### src/rtl/zorro_slot_arbiter.sv
// Expansion-slot bus arbiter: per-slot registration toggles, grants issued only between bus cycles.
// Define ZORRO_ARB_ROUND_ROBIN_EN for round-robin winner selection; default is fixed priority (slot 0 highest).
module zorro_slot_arbiter #(
  parameter int unsigned NSLOTS = 4
) (
  input  logic              CLK,
  input  logic              RESET_n,
  input  logic [NSLOTS-1:0] EBR_n,
  input  logic              FCS,
  input  logic              DTACK,
  input  logic              RST,
  output logic [NSLOTS-1:0] EBG_n,
  output logic              HOSTGNT,
  output logic [NSLOTS-1:0] REGED,
  output logic [2:0]        OWNER
);

  localparam int unsigned OW = 3;

  typedef enum logic [1:0] {
    S_HOST,
    S_WAIT,
    S_GRANT,
    S_RELEASE
  } state_t;

  state_t            state;
  logic [NSLOTS-1:0] sync1, sync2, sync_prev;
  logic [NSLOTS-1:0] fall, reged_nxt, eligible;
  logic [OW-1:0]     winner;
  logic              any_eligible;
  logic              owner_kept;
  logic              unused_dtack;

  // DTACK only qualifies cycles while FCS is high, and grants wait for FCS low anyway.
  assign unused_dtack = DTACK;

  assign fall      = sync_prev & ~sync2;
  assign reged_nxt = REGED ^ fall;
  // A slot unregistering on this very edge must never be picked.
  assign eligible  = REGED & reged_nxt;
  assign owner_kept = |(reged_nxt & ~EBG_n);

`ifdef ZORRO_ARB_ROUND_ROBIN_EN
  logic [OW-1:0] last_owner;
  int            dist, best;

  // Nearest registered slot after the last owner, wrapping around.
  always_comb begin
    winner       = '0;
    any_eligible = 1'b0;
    dist         = 0;
    best         = int'(NSLOTS);
    for (int i = 0; i < int'(NSLOTS); i++) begin
      dist = (i + int'(NSLOTS) - int'(last_owner) - 1) % int'(NSLOTS);
      if (((eligible & (NSLOTS'(1) << i)) != '0) && (dist < best)) begin
        best         = dist;
        winner       = OW'(i);
        any_eligible = 1'b1;
      end
    end
  end
`else
  // Lowest-indexed registered slot wins.
  always_comb begin
    winner       = '0;
    any_eligible = 1'b0;
    for (int i = int'(NSLOTS) - 1; i >= 0; i--) begin
      if ((eligible & (NSLOTS'(1) << i)) != '0) begin
        winner       = OW'(i);
        any_eligible = 1'b1;
      end
    end
  end
`endif

  always_ff @(posedge CLK) begin
    if (!RESET_n) begin
      sync1     <= '1;
      sync2     <= '1;
      sync_prev <= '1;
      REGED     <= '0;
      EBG_n     <= '1;
      HOSTGNT   <= 1'b1;
      OWNER     <= '0;
      state     <= S_HOST;
`ifdef ZORRO_ARB_ROUND_ROBIN_EN
      last_owner <= OW'(NSLOTS - 1);
`endif
    end else begin
      sync1     <= EBR_n;
      sync2     <= sync1;
      sync_prev <= sync2;
      if (RST) begin
        REGED   <= '0;
        EBG_n   <= '1;
        HOSTGNT <= 1'b1;
        OWNER   <= '0;
        state   <= S_HOST;
      end else begin
        REGED <= reged_nxt;
        case (state)
          S_HOST: begin
            if (|REGED) begin
              state   <= S_WAIT;
              HOSTGNT <= 1'b0;
            end
          end
          S_WAIT: begin
            if (reged_nxt == '0) begin
              state   <= S_HOST;
              HOSTGNT <= 1'b1;
              OWNER   <= '0;
            end else if (!FCS && any_eligible) begin
              state <= S_GRANT;
              EBG_n <= ~(NSLOTS'(1) << winner);
              OWNER <= winner;
`ifdef ZORRO_ARB_ROUND_ROBIN_EN
              last_owner <= winner;
`endif
            end
          end
          S_GRANT: begin
            if (!owner_kept) begin
              state <= S_RELEASE;
              EBG_n <= '1;
            end
          end
          S_RELEASE: begin
            if (!FCS) begin
              if (|REGED) begin
                state <= S_WAIT;
              end else begin
                state   <= S_HOST;
                HOSTGNT <= 1'b1;
                OWNER   <= '0;
              end
            end
          end
          default: state <= S_HOST;
        endcase
      end
    end
  end

endmodule

### config.mk
export PLATFORM = sky130hd
export DESIGN_NAME = zorro_slot_arbiter
export DESIGN_NICKNAME = d
export VERILOG_FILES = /design/src/rtl/zorro_slot_arbiter.sv
export SDC_FILE = /design/constraint.sdc
export NUM_CORES = 1
export LEC_CHECK = 0
export BUFFER_PORTS_ARGS = -buffer_cell sky130_fd_sc_hd__buf_4
export CAP_MARGIN = 20
export CORE_MARGIN = 2
export CORE_UTILIZATION = 57
export DETAILED_ROUTE_END_ITERATION = 10
export GPL_TIMING_DRIVEN = 0
export PLACE_DENSITY_LB_ADDON = 0.1
export SLEW_MARGIN = 0
export SYNTH_ARGS = -nofsm -noshare
export SYNTH_HDL_FRONTEND = slang
export SYNTH_SLANG_ARGS = --single-unit
### constraint.sdc
create_clock -name CLK -period 3.85 [get_ports CLK]
set_clock_uncertainty 0.2 [all_clocks]
set_input_delay 0.9625 -clock CLK [delete_from_list [all_inputs] [get_ports CLK]]
set_output_delay 0.9625 -clock CLK [all_outputs]
set_load 0.03 [all_outputs]
# Yosys cells after proc, flatten, opt, wreduce, memory -nomap -nowiden
# Cells that the tools add are included.
# totals
register_bits	26
in_bits	9
wordCells	71
# op_classes
eq_ne	11
shift	1
muxes	29
n_bitwise	8
reduce_logical	14
# op_table
operator	count
3-bit two-way mux	6
2-bit two-way mux	7
2-bit inequality test (second input constant)	7
4-bit AND	3
4-bit two-way mux	3
4-bit inverter	3
4-bit AND reduction	3
1-bit two-way mux	9
2-bit case mux with 4 select lines	1
4-bit case mux with 2 select lines	1
4-bit OR reduction	2
3-bit case mux with 2 select lines	1
5-bit AND reduction	1
2-bit == test (second input constant)	2
4-bit zero test	1
2-bit nonzero test	2
1-bit by 3-bit << shifter with 4-bit output (first input constant)	1
4-bit bitwise XOR	1
3-bit inequality test (second input constant)	1
1-bit case mux with 3 select lines	1
3-bit nonzero test	1
2-bit by 1-bit == test with 1-bit output (second input constant)	1
2-bit zero test	1
2-bit OR reduction	1
3 further kinds	3

# Depth between registers and ports, before layout
# logic_depth
depth_word	13
depth_mapped	6
ltp_nobuf	6

# Worst setup path before layout
# Ideal clock, no wire load.
# synth_timing
kind	input to register
start	input port FCS
end	register OWNER[1]
setup_ns	0.087
arrival_ns	1.767
required_ns	3.563
path_slack_ns	1.796
stages	3
path_buffers	0
cell_sequence	o211a_1 > or3_1 > o31ai_1
# synth_between
elab_chain_cells	4
# synth_lines
element	line	rtl
start: declaration	9	input logic FCS,
1-bit zero test	n/a	
1-bit logical AND	114	end else if (!FCS && any_eligible) begin
3-bit inequality test (no line)	n/a	
4-bit AND reduction (no line) *	n/a	
end signal: assignment	117	OWNER <= winner;
end: declaration	15	output logic [2:0] OWNER
# Mark *: on every way between the ends. The rest lies on a longest branch, timed or not.
# A chain may end at the register's enable or synchronous reset.

# Final worst setup path
# layout_timing
start	register sync2[3]
end	register OWNER[1]
# layout_between
elab_chain_cells	11
# layout_lines
element	line	rtl
start: declaration	28	logic [NSLOTS-1:0] sync1, sync2, sync_prev;
start signal: assignment	92	sync2 <= sync1;
4-bit inverter *	38	assign fall = sync_prev & ~sync2;
4-bit AND *	38	
4-bit bitwise XOR *	39	assign reged_nxt = REGED ^ fall;
4-bit AND	41	assign eligible = REGED & reged_nxt;
2-bit two-way mux / 1-bit two-way mux (equally long branches) (2 in a row)	69	if ((eligible & (NSLOTS'(1) << i)) != '0) begin
3-bit two-way mux / 1-bit two-way mux (equally long branches) (2 in a row)	69	
3-bit two-way mux / 1-bit logical AND (equally long branches)	114	
3-bit two-way mux / 3-bit inequality test (equally long branches)	n/a	
3-bit case mux with 2 select lines / 4-bit AND reduction (equally long branches)	n/a	
# Mark *: on every way between the ends. The rest lies on a longest branch, timed or not. The select of a mux whose other input is x is not followed.

==> flow_metrics.env <==
export IMPL_r2r_cells=6
export IMPL_port_buffer_count=18
export IMPL_yosysWarningCount=0
export IMPL_synth_top_cell_area_share_pct=44.6
export IMPL_fin_util_pct=69.3
export IMPL_crit_type="reg2reg"
export IMPL_crit_path_start_kind="flop"
export IMPL_postCtsResizedCells=0
export IMPL_worst_pin_slew_ns=0.544
export IMPL_grt_pass1_vias=843
export IMPL_synth_area_leaders="dfxtp_1 (45%), nand2b_1 (11%), ha_1 (8.9%)"
export IMPL_place_gp_congestion=0.838
export IMPL_synthesis_area_mm2=0.00112
export IMPL_min_period_ns=2.29
export IMPL_synthSimpleGateAreaFrac_pct=28.1
export IMPL_clock_latency_ns=0.32
export IMPL_io_pins=21
export IMPL_finalWirelength_um=2160
export IMPL_cts_max_level=1
export IMPL_cts_tree="done"
export IMPL_postSynthCellCount=116
export IMPL_drive_above_1_share_pct=16.7
export IMPL_post_dp_cell_area_mm2=0.00129
export IMPL_seq_area_um2=500
export IMPL_cp_required_ns=3.88
export IMPL_ys_ff_latch=25
export IMPL_antenna_cells=0
export IMPL_reg2reg_slack_ns=1.56
export IMPL_drtIter0Drc=23
export IMPL_grt_overflow=0
export IMPL_grt_max_degree=14
export IMPL_outcome="completed"
export IMPL_r2r_end="OWNER[1]$_SDFFE_PP0P_"
export IMPL_r2r_start="sync2[3]$_SDFF_PN1_"
export IMPL_vias=896
export IMPL_power_density_mw_per_mm2=335
export IMPL_crit_path_start="sync2[3]$_SDFF_PN1_"
export IMPL_crit_path_end_kind="flop"
export IMPL_clock_sinks=25
export IMPL_worstPathArrival_ns=2.32
export IMPL_synth_edf_count=0
export IMPL_instances_no_fill=165
export IMPL_die_height_um=48.4
export IMPL_cts_made_buffers=3
export IMPL_cts_reportedPaths_clkPinSlew_ns=0.13
export IMPL_cts_hold_buf=0
export IMPL_p_leak_nw=0.562
export IMPL_grt_pass1_wl_um=3670
export IMPL_synth_async_reset_ratio_pct=0
export IMPL_setup_violations=0
export IMPL_synth_distinct_cells=33
export IMPL_core_area_mm2=0.00190
export IMPL_endpoint="OWNER[1]$_SDFFE_PP0P_"
export IMPL_viasPerCell=5.43
export IMPL_synth_adder_area_share_pct=8.92
export IMPL_hold_viol=0
export IMPL_die_w_um=48.4
export IMPL_rows=16
export IMPL_start_util_pct=59.0
export IMPL_synth_seq_area_share_pct=44.6
export IMPL_cts_setup_buffers=0
export IMPL_drtPass1Iterations=5
export IMPL_slew_violations=0
export IMPL_hp_class="reg2reg"
export IMPL_drc_errors=0
export IMPL_cts_root_buf="clkbuf_4"
export IMPL_post_drt_wl_per_cell_um=13.1
export IMPL_period_share_pct=59.6
export IMPL_synth_flop_cell="dfxtp_1"
export IMPL_syn_to_final_growth_pct=17.4
export IMPL_rsz0062_at_grt="false"
export IMPL_cts_buffer_depth=2
export IMPL_synth_top_family_by_area="simple AND/OR/NAND/NOR gates"
export IMPL_synth_fp_nets=133
export IMPL_synth_xor_area_share_pct=0
export IMPL_fmax_ghz=0.436
export IMPL_slew_headroom_pct=63.4
export IMPL_timing_hold_ws_ns=0.225
export IMPL_fillCellCount=164
export IMPL_grt_total_usage_pct=19.9
export IMPL_nets=156
export IMPL_yosysTopAreaCell="dfxtp_1"
export IMPL_max_vdd_ir_drop_mv=0.310
export IMPL_dieArea_mm2=0.00234
export IMPL_synth_compound_area_share_pct=10.4
export IMPL_final_area_mm2=0.00132
export IMPL_hpwl_um=1680
export IMPL_syn_area_per_cell_um2=9.68
export IMPL_antenna_found_initial=0
export IMPL_worstPathMaxFanout=7
export IMPL_synth_mux_area_share_pct=5.35
export IMPL_max_cap_violations=0
export IMPL_multi_input_area_um2=596
export IMPL_tns_ns=0
export IMPL_ant_nets=0
export IMPL_dp_cells=161
how the worst min path moves through the flow:
stage	cells after the start	end	slack (ns)	startpoint
6_report	1	sync2[1]$_SDFF_PN1_	0.22	sync1[1]$_SDFF_PN1_
5_1_grt	1	sync2[3]$_SDFF_PN1_	0.25	sync1[3]$_SDFF_PN1_
4_1_cts	1	sync2[1]$_SDFF_PN1_	0.23	sync1[1]$_SDFF_PN1_
3_5_place_dp	1	sync2[1]$_SDFF_PN1_	0.20	sync1[1]$_SDFF_PN1_
3_3_place_gp	1	sync2[3]$_SDFF_PN1_	0.19	sync1[3]$_SDFF_PN1_
2_1_floorplan	1	sync2[0]$_SDFF_PN1_	0.19	sync1[0]$_SDFF_PN1_
layout make-up:
class	instances	area share (%)
inverter	3	0.855
sequential	25	38.0
timing repair buffer	18	10.3
tap	27	2.56
buffer	3	1.14
multi-input combinational	85	45.2
clock buffer	4	1.99
cell usage after synthesis, types with 3 or more instances:
library cell	count
nor4_1	4
nand4_1	3
mux2i_1	6
inv_1	3
nor2_1	11
o31ai_1	3
ha_1	8
nand2b_1	19
dfxtp_1	25
nand2_1	3
o21ai_0	3
kinds of logic (layout without fill, tap and decap cells):
kind of cell    Yosys count  after routing
compound gates           17             17
fa+ha+maj                 8              8
buf+inv                   6             28
flops                    25             25
mux                       6              6
other cells               1              1
simple gates             53             53
flip-flops by register name, summed over array words and instances (netlist names), named ones only:
| signal | cells |
|---|---|
| EBG_n | 4 |
| REGED | 4 |
| HOSTGNT | 1 |
| state | 1 |
| sync2 | 4 |
| sync_prev | 4 |
| sync1 | 4 |
| OWNER | 2 |
power breakdown:
group / total (mW) / switching, mW / internal (mW)
Clock: 0.116 / 0.0756 / 0.0406
Sequential: 0.270 / 0.00364 / 0.266
Combinational: 0.0559 / 0.0316 / 0.0243
critical path: stages, from the launching register on:
cell	delay, ns
dfxtp_1	0.33
nand2b_1	0.14
ha_1	0.33
nand4_1	0.27
o211a_1	0.25
or3_1	0.40
o31ai_1	0.28
per-layer routing:
layer | share of wire [%] | track usage [%] | vias to the layer above
met5 | 0 | 0 | -
met4 | 1.4 | 7.14 | 0
met3 | 2.7 | 4.01 | 6
met2 | 52 | 36.6 | 10
met1 | 44 | 22.7 | 420
li1 | - | - | 460
metrics by stage:
stage / setup WS [ns] / power [mW]
floorplan: 1.80 / 0.313
global placement: 1.60 / 0.329
detailed placement: 1.52 / 0.331
CTS: 1.56 / 0.443
global route: 1.42 / 0.458
finish: 1.56 / 0.442
cells in the final DEF (no fill, tap or decap):
cell / Yosys / final
o21ai_1: 1 / 1
o311ai_0: 2 / 2
a21oi_1: 1 / 1
o21ai_0: 3 / 3
o22ai_1: 2 / 2
inv_1: 3 / 3
nor3_1: 2 / 2
o31ai_1: 3 / 3
nor4b_1: 1 / 1
nor2_1: 11 / 11
nand4_1: 3 / 3
nand2b_1: 19 / 19
nor4_1: 4 / 4
nor2b_1: 2 / 2
or4_4: 1 / 1
o211a_1: 1 / 1
o21a_1: 1 / 1
a22oi_1: 1 / 1
nand2_1: 3 / 3
conb_1: 1 / 1
o211ai_1: 1 / 1
nand3b_1: 1 / 1
dfxtp_1: 25 / 25
a31oi_1: 1 / 1
nand3_1: 1 / 1
and4b_1: 2 / 2
buf_4: 1 / 19
and4_1: 1 / 1
nor4bb_1: 1 / 1
mux2i_1: 6 / 6
clkbuf_1: 2 / 3
or3_1: 1 / 1
clkbuf_4: 0 / 3
ha_1: 8 / 8
(Power assumes the default switching activity.)
